## src/rtl/debug_overlay_snap_pkg.sv

```systemverilog
// Shared fixed-point parameters and overlay colour constants.
//   Qm/Qn/Qmn : integer, fraction and total bits of a displayed channel
//   COL_*     : 2-bit overlay intensities, replicated onto R, G and B
//   ch_row()  : overlay row that carries channel k (every third row blank)
package debug_overlay_snap_pkg;

  localparam int unsigned Qm  = 6;
  localparam int unsigned Qn  = 10;
  localparam int unsigned Qmn = Qm + Qn;

  localparam logic [1:0] COL_GRID = 2'b00;
  localparam logic [1:0] COL_DIV  = 2'b10;
  localparam logic [1:0] COL_ONE  = 2'b11;
  localparam logic [1:0] COL_ZERO = 2'b01;

  // Changed-bit highlights (red), used only when diffing snapshots.
  localparam logic [5:0] RGB_DIFF_SET = 6'b110000;
  localparam logic [5:0] RGB_DIFF_CLR = 6'b010000;

  function automatic logic [5:0] grey3(input logic [1:0] c);
    return {c, c, c};
  endfunction

  function automatic int unsigned ch_row(input int unsigned k);
    return k + k / 2;
  endfunction

endpackage

```

## src/rtl/debug_overlay_snap_row_map.sv

```systemverilog
// debug_row_map: overlay row index -> channel valid + channel index.
//   row        : cell row (vpos >> DEBUG_SCALE)
//   ch_valid_c : row carries a channel (not a blank separator row)
//   ch_idx_c   : channel shown on that row
module debug_row_map
  import debug_overlay_snap_pkg::*;
#(
  parameter int unsigned NUM_CH = 6,
  parameter int unsigned ROW_W  = 7,
  parameter int unsigned IDX_W  = 3
) (
  input  logic [ROW_W-1:0] row,
  output logic             ch_valid_c,
  output logic [IDX_W-1:0] ch_idx_c
);

  // Match the row against every channel's fixed row position.
  always_comb begin
    ch_valid_c = 1'b0;
    ch_idx_c   = '0;
    for (int unsigned k = 0; k < NUM_CH; k++) begin
      if (row == ROW_W'(ch_row(k))) begin
        ch_valid_c = 1'b1;
        ch_idx_c   = IDX_W'(k);
      end
    end
  end

endmodule

```

## src/rtl/debug_overlay_snap.sv

```systemverilog
// debug_overlay_snap: per-frame snapshotted binary debug overlay drawn in the
// top-right corner of the view, one registered pipeline stage.
//   clk, rst_n       : pixel clock, async active-low reset
//   hpos, vpos       : current pixel position
//   frame_start      : start-of-frame pulse; loads the snapshot unless freeze
//   freeze           : hold the displayed values
//   ch_data          : NUM_CH channels of CH_W bits, channel k at [k*CH_W +: CH_W]
//   in_debug_overlay : previous-cycle pixel lies inside the overlay
//   debug_rgb        : previous-cycle overlay colour {R,G,B} x 2 bits
// Optional: define DEBUG_OVERLAY_DIFF_EN to highlight bits that changed
// between the two most recent snapshots.
module debug_overlay_snap
  import debug_overlay_snap_pkg::*;
#(
  parameter int unsigned H_VIEW      = 640,
  parameter int unsigned DEBUG_SCALE = 3,
  parameter int unsigned NUM_CH      = 6,
  parameter int unsigned CH_W        = Qmn,
  parameter int unsigned INT_W       = Qm
) (
  input  logic                     clk,
  input  logic                     rst_n,
  input  logic [9:0]               hpos,
  input  logic [9:0]               vpos,
  input  logic                     frame_start,
  input  logic                     freeze,
  input  logic [NUM_CH*CH_W-1:0]   ch_data,
  output logic                     in_debug_overlay,
  output logic [5:0]               debug_rgb
);

  localparam int unsigned OV_W  = CH_W << DEBUG_SCALE;
  localparam int unsigned HS    = H_VIEW - OV_W - 1;
  localparam int unsigned ROWS  = ch_row(NUM_CH - 1) + 1;
  localparam int unsigned OV_H  = ROWS << DEBUG_SCALE;
  localparam int unsigned DIV_H = INT_W << DEBUG_SCALE;
  localparam int unsigned ROW_W = 10 - DEBUG_SCALE;
  localparam int unsigned IDX_W = (NUM_CH > 1) ? $clog2(NUM_CH) : 1;
  localparam int unsigned BIT_W = (CH_W > 1) ? $clog2(CH_W) : 1;

  logic              load_c;
  logic [CH_W-1:0]   snap_q [NUM_CH];
  logic [CH_W-1:0]   snap_d [NUM_CH];
  logic              in_ov_q, in_ov_d;
  logic [5:0]        rgb_q, rgb_d;

  logic [10:0]       h_c;
  logic              inside_c;
  logic              grid_c;
  logic              ch_valid_c;
  logic [IDX_W-1:0]  ch_idx_c;
  logic [BIT_W-1:0]  bit_idx_c;
  logic [CH_W-1:0]   word_c;
  logic              bit_c;
  logic [1:0]        col_c;

  assign load_c = frame_start & ~freeze;

  // Snapshot bank: loaded only on accepted frame starts.
  always_comb begin
    for (int unsigned k = 0; k < NUM_CH; k++) begin
      snap_d[k] = load_c ? ch_data[k*CH_W +: CH_W] : snap_q[k];
    end
  end

  always_ff @(posedge clk or negedge rst_n) begin
    if (!rst_n) begin
      for (int unsigned k = 0; k < NUM_CH; k++) snap_q[k] <= '0;
    end else begin
      for (int unsigned k = 0; k < NUM_CH; k++) snap_q[k] <= snap_d[k];
    end
  end

`ifdef DEBUG_OVERLAY_DIFF_EN
  logic [CH_W-1:0] prev_q [NUM_CH];
  logic [CH_W-1:0] prev_d [NUM_CH];
  logic [CH_W-1:0] prev_word_c;

  // Previous snapshot takes the outgoing current snapshot on each load.
  always_comb begin
    for (int unsigned k = 0; k < NUM_CH; k++) begin
      prev_d[k] = load_c ? snap_q[k] : prev_q[k];
    end
  end

  always_ff @(posedge clk or negedge rst_n) begin
    if (!rst_n) begin
      for (int unsigned k = 0; k < NUM_CH; k++) prev_q[k] <= '0;
    end else begin
      for (int unsigned k = 0; k < NUM_CH; k++) prev_q[k] <= prev_d[k];
    end
  end
`endif

  // Overlay-relative position; a negative h sets bit 10.
  always_comb begin
    h_c      = {1'b0, hpos} - 11'(HS);
    inside_c = ~h_c[10] && (h_c <= 11'(OV_W)) && (vpos <= 10'(OV_H));
    grid_c   = (h_c[DEBUG_SCALE-1:0] == '0) || (vpos[DEBUG_SCALE-1:0] == '0);
  end

  debug_row_map #(
    .NUM_CH (NUM_CH),
    .ROW_W  (ROW_W),
    .IDX_W  (IDX_W)
  ) u_row_map (
    .row        (vpos[9:DEBUG_SCALE]),
    .ch_valid_c (ch_valid_c),
    .ch_idx_c   (ch_idx_c)
  );

  // MSB of the channel sits in the leftmost cell.
  always_comb begin
    bit_idx_c = BIT_W'(CH_W - 1) - BIT_W'(h_c >> DEBUG_SCALE);
    word_c    = '0;
    for (int unsigned k = 0; k < NUM_CH; k++) begin
      if (ch_idx_c == IDX_W'(k)) word_c = snap_q[k];
    end
    bit_c = word_c[bit_idx_c];
  end

`ifdef DEBUG_OVERLAY_DIFF_EN
  always_comb begin
    prev_word_c = '0;
    for (int unsigned k = 0; k < NUM_CH; k++) begin
      if (ch_idx_c == IDX_W'(k)) prev_word_c = prev_q[k];
    end
  end
`endif

  // Colour priority: gridline/divider, then data cell, then blank row.
  always_comb begin
    col_c   = COL_GRID;
    in_ov_d = inside_c;
    rgb_d   = '0;
    if (grid_c) begin
      col_c = (h_c == 11'(DIV_H)) ? COL_DIV : COL_GRID;
    end else if (ch_valid_c) begin
      col_c = bit_c ? COL_ONE : COL_ZERO;
    end
    if (inside_c) begin
      rgb_d = grey3(col_c);
`ifdef DEBUG_OVERLAY_DIFF_EN
      if (!grid_c && ch_valid_c && (bit_c != prev_word_c[bit_idx_c])) begin
        rgb_d = bit_c ? RGB_DIFF_SET : RGB_DIFF_CLR;
      end
`endif
    end
  end

  always_ff @(posedge clk or negedge rst_n) begin
    if (!rst_n) begin
      in_ov_q <= 1'b0;
      rgb_q   <= '0;
    end else begin
      in_ov_q <= in_ov_d;
      rgb_q   <= rgb_d;
    end
  end

  assign in_debug_overlay = in_ov_q;
  assign debug_rgb        = rgb_q;

endmodule
```

## config.mk

```make
export PLATFORM = sky130hd
export DESIGN_NAME = debug_overlay_snap
export DESIGN_NICKNAME = d
export VERILOG_FILES = /design/src/rtl/debug_overlay_snap_pkg.sv /design/src/rtl/debug_overlay_snap_row_map.sv /design/src/rtl/debug_overlay_snap.sv
export SDC_FILE = /design/constraint.sdc
export NUM_CORES = 1
export LEC_CHECK = 0
export ABC_AREA = 1
export BUFFER_PORTS_ARGS = -buffer_cell sky130_fd_sc_hd__buf_2
export CORE_UTILIZATION = 53
export DETAILED_ROUTE_END_ITERATION = 8
export PLACE_DENSITY = 0.92
export REMOVE_ABC_BUFFERS = 1
export SKIP_CTS_REPAIR_TIMING = 1
export SLEW_MARGIN = 10
export SYNTH_ARGS = -nofsm -noshare
export SYNTH_HDL_FRONTEND = slang
export SYNTH_SLANG_ARGS = --single-unit
export TNS_END_PERCENT = 10
```

## constraint.sdc

```tcl
create_clock -name clk -period 1.7 [get_ports clk]
set_clock_uncertainty 0.1 [all_clocks]
set_input_delay 0.17 -clock clk [delete_from_list [all_inputs] [get_ports clk]]
set_output_delay 0.17 -clock clk [all_outputs]
set_load 0.02 [all_outputs]
```

==> results of run 1 <==
-- worst reg2reg max path, delay by kind of cell, from the launching register on --
kind,cells,cell delay [ps]
and+or+nand+nor,5,520
DFF,1,400
AOI/OAI and AO/OA,3,400
-- Yosys cell counts (all sizes together), types with 4 or more instances --
library cell / instances / area share, %
dfrtp: 99 / 50
nand2: 95 / 7.8
mux2: 91 / 20
inv: 49 / 3.7
nor2: 40 / 3.6
a21oi: 27 / 2.8
nand4: 24 / 3.1
nand3: 23 / 2.5
o21ai: 22 / 2.3
buf: 13 / 2.3
clkbuf: 12 / 0.98
nor3: 4 / 0.40
-- cells by family after synthesis --
group | Yosys count | synth area share, %
flops | 99 | 49.54
compound gates | 50 | 5.204
xor+xnor | 1 | 0.1752
buf+inv | 75 | 7.055
simple gates | 187 | 17.54
mux | 91 | 20.49
-- layout make-up --
cell class / instances / area [um2] / share of cell area [%]
inverters: 50 / 197.7 / 2.767
well taps: 111 / 138.9 / 1.944
clock buffers: 9 / 123.9 / 1.734
repair buffers: 252 / 1911 / 26.74
clock inverters: 7 / 82.58 / 1.156
multi-input cells: 330 / 2213 / 30.98
flip-flops and latches: 99 / 2477 / 34.68
-- layer usage --
metal	GRT usage (%)	share of wire (%)	routed length (um)
met3	5.060	6.7	1025
met5	0	0	0
met2	47.61	53	8060
met1	31.14	36	5548
met4	12.33	4.0	611
-- worst min path at each step --
stage,endpoint,startpoint
after global placement,snap_q[41],rst_n
after global routing,snap_q[44],ch_data[60]
after floorplan,debug_rgb[3],rst_n
after detailed placement,snap_q[41],rst_n
after CTS,snap_q[41],rst_n
final,snap_q[44],ch_data[60]
-- sequential cells by signal, summed over array words and instances, names as in the netlist --
name	cells
snap_q	96
in_debug_overlay	1
debug_rgb	2
-- report_power, final --
group	total (mW)	leakage, nW	internal, mW	switching [mW]
clock network	1.58	0.104	0.706	0.877
registers	2.88	1.16	2.69	0.195
logic	1.14	2.24	0.648	0.487
total	5.60	3.51	4.04	1.56
==> impl_metrics.ini, run 1 <==
[synthesis]
synth-main-ff-cell = dfrtp_1
synth_edf_count = 0
async_reset_ff_share_pct = 100.0
avgSynthCellArea_um2 = 9.942
ys_warn_count = 0
yosysUniqueCellTypes = 30
yosysSeqAreaShare_pct = 49.54
ys_ff_latch = 99
syn-cell-area_mm2 = 0.005001
synthCells = 503

[worst_setup_path]
path_class = input port to flip-flop
rr_endpoint = debug_rgb[3]
cp-endpoint = debug_rgb[3]
worst_ep_required_time_ps = 1910
cp_slowest_cell = nand2_4
worst_path_dominant_cell_family = simple AND/OR/NAND/NOR gates
rrSetupSlack_ps = 170
critPathLaunchType = input port
worstRegToRegCells = 8
crit_chain = buf_2 -> inv_1 -> nor2_2 -> nand2_2 -> nand2_2 -> nand2_4 -> buf_6 -> buf_4 -> nand4_2 -> nand3_2 -> nand2_1 -> nand3_1 -> nand2_1 -> nor2_1 -> nor2_1 -> nand2_1 -> nand3_2 -> a21oi_2
end_kind = flip-flop
critical_path_buf_inv_count = 4
slowest_delay_ps = 190
crit_path_max_fanout = 9
setup.worst_path.start = vpos[5]
worstPathArrival_ps = 1870
path_common_cell = nand2_1
critical_path_depth = 18
r2r-start = snap_q[21]

[placed_design]
place_congestion = 0.9455
pre_cts_ws_ps = -333.7
portBuffers = 126
place_inst = 742
hpwl_mm = 9.250
post_dp_cell_area_mm2 = 0.005908

[cts]
clockBufferDepth = 2
h-tree-depth = 3
cts_buffers = 9
cts.clk_slew.worst_paths_ps = 90
clock_latency_ps = 380
cts-root-buf = clkbuf_8
clock-sinks = 99
cts_tree = done

[final_layout]
layout_common_cells = buf_2, dfrtp_1, dlygate4sd3_1
n_fill_cell = 568
syn_to_final_growth_pct = 42.86
final_cell_area_mm2 = 0.007144
drive_gt1_share_pct = 39.63
diodes = 0
num-nets-final = 862
utilization_pct = 77.69
final_common_cell = buf_2
fin_cells = 858

[sta]
min_period_over_period_pct = 97.96
maxSlewViolCount = 0
holdWs_ps = -20.45
tightest_slew_ps = 480.8
timing.final.ws_setup_ps = 34.61
setup_tns_ps = 0
slew_headroom_pct = 67.95
layout_min_cycle_time_ps = 1665
max_freq_mhz = 600.5
finalSetupViolCount = 0
final-hold-violation-count = 1

[floorplan]
die_y_um = 99.14
die_area_mm2 = 0.009829
ios = 127
die_w_um = 99.14
floorplan.initialDensity_pct = 54.38
coreArea_mm2 = 0.009196
rows = 35

[flow_run]
cap_violations = 0

[global_routing]
grt_antenna_before_repair = 0
grt_pass1_vias = 4379
grt_max_degree = 46
track_usage_pct = 26.64
grt_pass1_wl_mm = 20.18
grt_overflow_total = 0

[power_and_ir_drop]
leakage_nw = 3.510
power_density_mw_per_mm2 = 783.9
ir_drop_mv = 0.5521
power_mw = 5.601

[route]
ant_nets = 0
wl_per_cell_um = 17.77
drt_iter0_drc = 359
routed_wl_mm = 15.25
firstDrtPassIters = 6
vias = 4730
drc = 0
via_per_inst = 5.513

[worst_hold_path]
holdPathStages = 3
hp-class = input port to flip-flop

[run_status]
violations = hold timing
status = complete, but fails checks
No activity file was read; power rests on OpenSTA's default activity.
==> run 2, diff against run 1 <==
ABC_AREA = unset   (was 1)
GPL_TIMING_DRIVEN = 0   (was unset)
==> impl_metrics.ini, run 2 <==
[power_and_ir_drop]
ir_drop_mv = 0.5691
power_density_mw_per_mm2 = 841.2
leakage_nw = 3.124

[sta]
finalSetupViolCount = 1
final-hold-violation-count = 0
tightest_slew_ps = 669.4
max_freq_mhz = 441.6
timing.final.ws_setup_ps = -564.5
maxSlewViolCount = 0
slew_headroom_pct = 55.15
setup_tns_ps = -564.5
min_period_over_period_pct = 133.2
layout_min_cycle_time_ps = 2264
rsz0062_at_grt = yes

[run_status]
status = complete, but fails checks
violations = setup timing

[final_layout]
drive_gt1_share_pct = 40.99
top_register = snap_q
syn_to_final_growth_pct = 39.62
fin_cells = 773
largest_register_ffs = 96
layout_common_cells = buf_2, dfrtp_1, dlygate4sd3_1
num-nets-final = 759
utilization_pct = 76.25
n_fill_cell = 605
diodes = 0
final_common_cell = buf_2

[worst_hold_path]
hp-class = input port to flip-flop
hp-start = vpos[8]
holdPathStages = 4
holdPathEnd = in_debug_overlay

[worst_setup_path]
critPathLaunchType = input port
rrSetupSlack_ps = -340
end_kind = flip-flop
crit_path_max_fanout = 8
worst_ep_required_time_ps = 1840
worstRegToRegCells = 7
r2r-start = snap_q[79]
rr_endpoint = debug_rgb[3]
path_class = input port to flip-flop
worstPathArrival_ps = 2400

[synthesis]
yosysSeqAreaShare_pct = 49.09
synth_edf_count = 0
avgSynthCellArea_um2 = 11.79
syn-cell-area_mm2 = 0.005046
ys_ff_latch = 99
synth-main-ff-cell = dfrtp_1
synthTopCellsByCount = dfrtp_1, mux2_2, o21ai_0
synth_most_common_cell = dfrtp_1
synth_top_cell_by_area = dfrtp_1
yosysUniqueCellTypes = 60
async_reset_ff_share_pct = 100.0
yosys-top-cells-area = dfrtp_1, mux2_2, mux2i_1, o21ai_0, a21oi_1
synthCells = 428
ys_warn_count = 0
synth.top_cell.area_share_pct = 49.09

[floorplan]
die_area_mm2 = 0.009915
floorplan.initialDensity_pct = 54.61
coreArea_mm2 = 0.009240
rows = 35
die_y_um = 99.58
die_w_um = 99.58
ios = 127

[global_routing]
grt_antenna_before_repair = 0
grt_max_degree = 56
grt_pass1_vias = 3833
grt_pass1_wl_mm = 19.53
track_usage_pct = 25.71
grt_overflow_total = 0

[placed_design]
place_congestion = 0.9086
portBuffers = 126
hpwl_mm = 8.776
place_inst = 655

[cts]
cts-root-buf = clkbuf_8
clock_latency_ps = 370
cts_tree = done
cts_buffers = 9
clock-sinks = 99
h-tree-depth = 3
cts.clk_slew.worst_paths_ps = 90
clockBufferDepth = 2

[route]
wl_per_cell_um = 19.09
routed_wl_mm = 14.76
via_per_inst = 5.611
firstDrtPassIters = 5
drt_iter0_drc = 397
vias = 4337
ant_nets = 0
drc = 0

[flow_run]
cap_violations = 0
## run 2: worst max path at each step
stage                     start            to  slack (ps)  cells after the start
floorplan                freeze     snap_q[0]       -3630                      2
global placement    frame_start     snap_q[7]       -5330                      3
detailed placement      vpos[4]  debug_rgb[3]       -1250                      7
CTS                     vpos[4]  debug_rgb[3]        -840                      7
global route            vpos[6]  debug_rgb[3]        -540                      8
finish                  vpos[6]  debug_rgb[3]        -560                      7
## run 2: cell families (layout without fill, tap and decap cells)
group / after synthesis / in the layout / synth area share, %
AO/OA/AOI/OAI: 99 / 99 / 13.07
XOR/XNOR: 4 / 4 / 0.6944
buffers and inverters: 42 / 257 / 4.637
flip-flops: 99 / 99 / 49.10
multiplexers: 110 / 110 / 24.18
AND/OR/NAND/NOR: 74 / 75 / 8.331
## run 2: cell type report
class,instances,area (um2),area share (%)
inverters,9,33.78,0.4795
well taps,129,161.4,2.291
multi-input cells,288,2377,33.74
clock inverters,6,112.6,1.598
clock buffers,10,127.6,1.811
repair buffers,232,1755,24.92
flip-flops and latches,99,2477,35.16
## run 2: worst max-delay path: stages
cell and delay, ps:
buf_2 140, or4_4 590, or3_4 460, a222oi_1 540
o221ai_1 230, o311ai_1 160, a221oi_2 110
## run 2: report_power, final
part	switching, mW	total, mW	internal, mW
Clock	0.822	1.81	0.984
Combinational	0.525	1.24	0.718
Sequential	0.190	2.88	2.69
## run 2: per-layer routing
layer	up-vias	wire length, um	GRT usage, %
li1	1989	-	-
met1	2128	5949	34.00
met2	180	7614	43.22
met3	40	795	5.130
met4	0	400	7.127
met5	-	0	0
## run 2: through the flow
stage | setup WS, ps | power [mW] | hold slack, ps | instance area [um2]
global route | -542.8 | 6.205 | 89.79 | 7046
finish | -564.5 | 5.927 | 96.58 | 7046
detailed placement | -1246 | 3.946 | 112.3 | 5763
global placement | -5333 | 3.874 | 279.9 | 5638
CTS | -842.0 | 5.731 | -287.9 | 6003
floorplan | -3629 | 3.508 | -225.6 | 4846
==> run 3, diff against run 2 <==
ABC_CLOCK_PERIOD_IN_PS = 1700   (was unset)
CORE_ASPECT_RATIO = 0.7   (was unset)
==> impl_metrics.ini, run 3 (synthesized netlist as in run 2, its figures left out) <==
[cts]
cts_buffers = 9
cts_tree = done
h-tree-depth = 3
clock-sinks = 99
cts-root-buf = clkbuf_16
cts.clk_slew.worst_paths_ps = 60
clock_latency_ps = 340
clockBufferDepth = 2

[worst_setup_path]
end_kind = flip-flop
worst_ep_required_time_ps = 1800
crit_path_max_fanout = 6
critical_path_buf_inv_count = 2
critPathLaunchType = input port
cp_slowest_cell = or4_4
rrSetupSlack_ps = -500
slowest_delay_ps = 570
path_class = input port to flip-flop
worstPathArrival_ps = 2370
worst_path_dominant_cell_family = simple AND/OR/NAND/NOR gates
crit_chain = buf_2 -> or4_4 -> or3_4 -> a222oi_1 -> a2bb2oi_2 -> buf_4 -> a21oi_1 -> o21ai_1 -> a221oi_2

[final_layout]
final_common_cell = buf_2
seqCellArea_mm2 = 0.002477
final_cell_area_mm2 = 0.007109
n_fill_cell = 569
fin_cells = 765
drive_gt1_share_pct = 41.03
largest_register_ffs = 96
multi_input_area_mm2 = 0.002375
diodes = 0
syn_to_final_growth_pct = 40.89
top_register = snap_q
num-nets-final = 756
layout_common_cells = buf_2, dfrtp_1, mux2_2

[global_routing]
grt_max_degree = 53
track_usage_pct = 26.59
grt_pass1_wl_mm = 20.40
grt_antenna_before_repair = 0
grt_pass1_vias = 4029
grt_overflow_total = 0

[sta]
min_period_over_period_pct = 133.4
maxSlewViolCount = 0
timing.final.ws_setup_ps = -567.5
final-hold-violation-count = 0
holdWs_ps = 2.345
finalSetupViolCount = 1
layout_min_cycle_time_ps = 2268
rsz0062_at_grt = yes
setup_tns_ps = -567.5
tightest_slew_ps = 668.3
slew_headroom_pct = 55.23
max_freq_mhz = 441.0

[floorplan]
die_y_um = 83.64
die_w_um = 118.6
die_area_mm2 = 0.009921
floorplan.initialDensity_pct = 55.19
ios = 127
coreArea_mm2 = 0.009144
rows = 29

[placed_design]
portBuffers = 126
place_congestion = 0.8484
place_inst = 650
hpwl_mm = 9.120
post_dp_cell_area_mm2 = 0.005757

[route]
firstDrtPassIters = 7
routed_wl_mm = 15.03
ant_nets = 0
via_per_inst = 5.761
wl_per_cell_um = 19.65
drc = 0
vias = 4407
drt_iter0_drc = 365

[run_status]
status = complete, but fails checks
violations = setup timing

[power_and_ir_drop]
power_density_mw_per_mm2 = 908.8
leakage_nw = 3.159
ir_drop_mv = 0.7738
power_mw = 6.461

[worst_hold_path]
hp-class = input port to flip-flop

[flow_run]
cap_violations = 0
==> run 3: worst register-to-register path, stage by stage, from the launching register on <==
cell and delay (ps):
dfrtp_1 340, or3b_4 390, a211o_1 320, o211ai_1 130, a2bb2oi_2 110, o41ai_2 340
o21ai_1 140, a221oi_2 240
==> run 3: report_power, final <==
group	leakage, nW	internal (mW)	switching [mW]
combinational	1.82	0.719	0.544
sequential	1.17	2.69	0.194
clock	0.169	1.47	0.838
==> run 3: layout make-up <==
class | count | area share, %
well taps | 124 | 2.182
repair buffers | 229 | 24.27
clock inverters | 5 | 1.408
flip-flops and latches | 99 | 34.85
multi-input cells | 288 | 33.40
inverters | 9 | 0.4752
clock buffers | 11 | 3.414
==> run 3: layer usage <==
metal  global-route usage [%]  wire length, um  vias up
met5                        0                0        -
met1                    36.80             6390     2161
met4                    6.559              257        0
li1                         -                -     1988
met2                    41.73             7283      233
met3                    7.104             1102       25
==> run 3: per-stage QoR <==
| stage | worst slack (ps) | util (%) |
|---|---|---|
| CTS | -906.3 | 66.71 |
| global route | -612.5 | 77.75 |
| floorplan | -3629 | - |
| detailed placement | -1244 | 62.96 |
| global placement | -5303 | 61.59 |
| finish | -567.5 | 77.75 |
==> run 3: worst paths after layout <==
| kind | from | endpoint | cells after the start |
|---|---|---|---|
| max | vpos[6] | debug_rgb[3] | 9 |
| min | ch_data[14] | snap_q[94] | 2 |
| max reg2reg | snap_q[79] | debug_rgb[3] | 7 |
| min reg2reg | snap_q[32] | snap_q[32] | 1 |
| max in group asynchronous | rst_n | snap_q[23] | 3 |
| min in group asynchronous | rst_n | snap_q[79] | 2 |
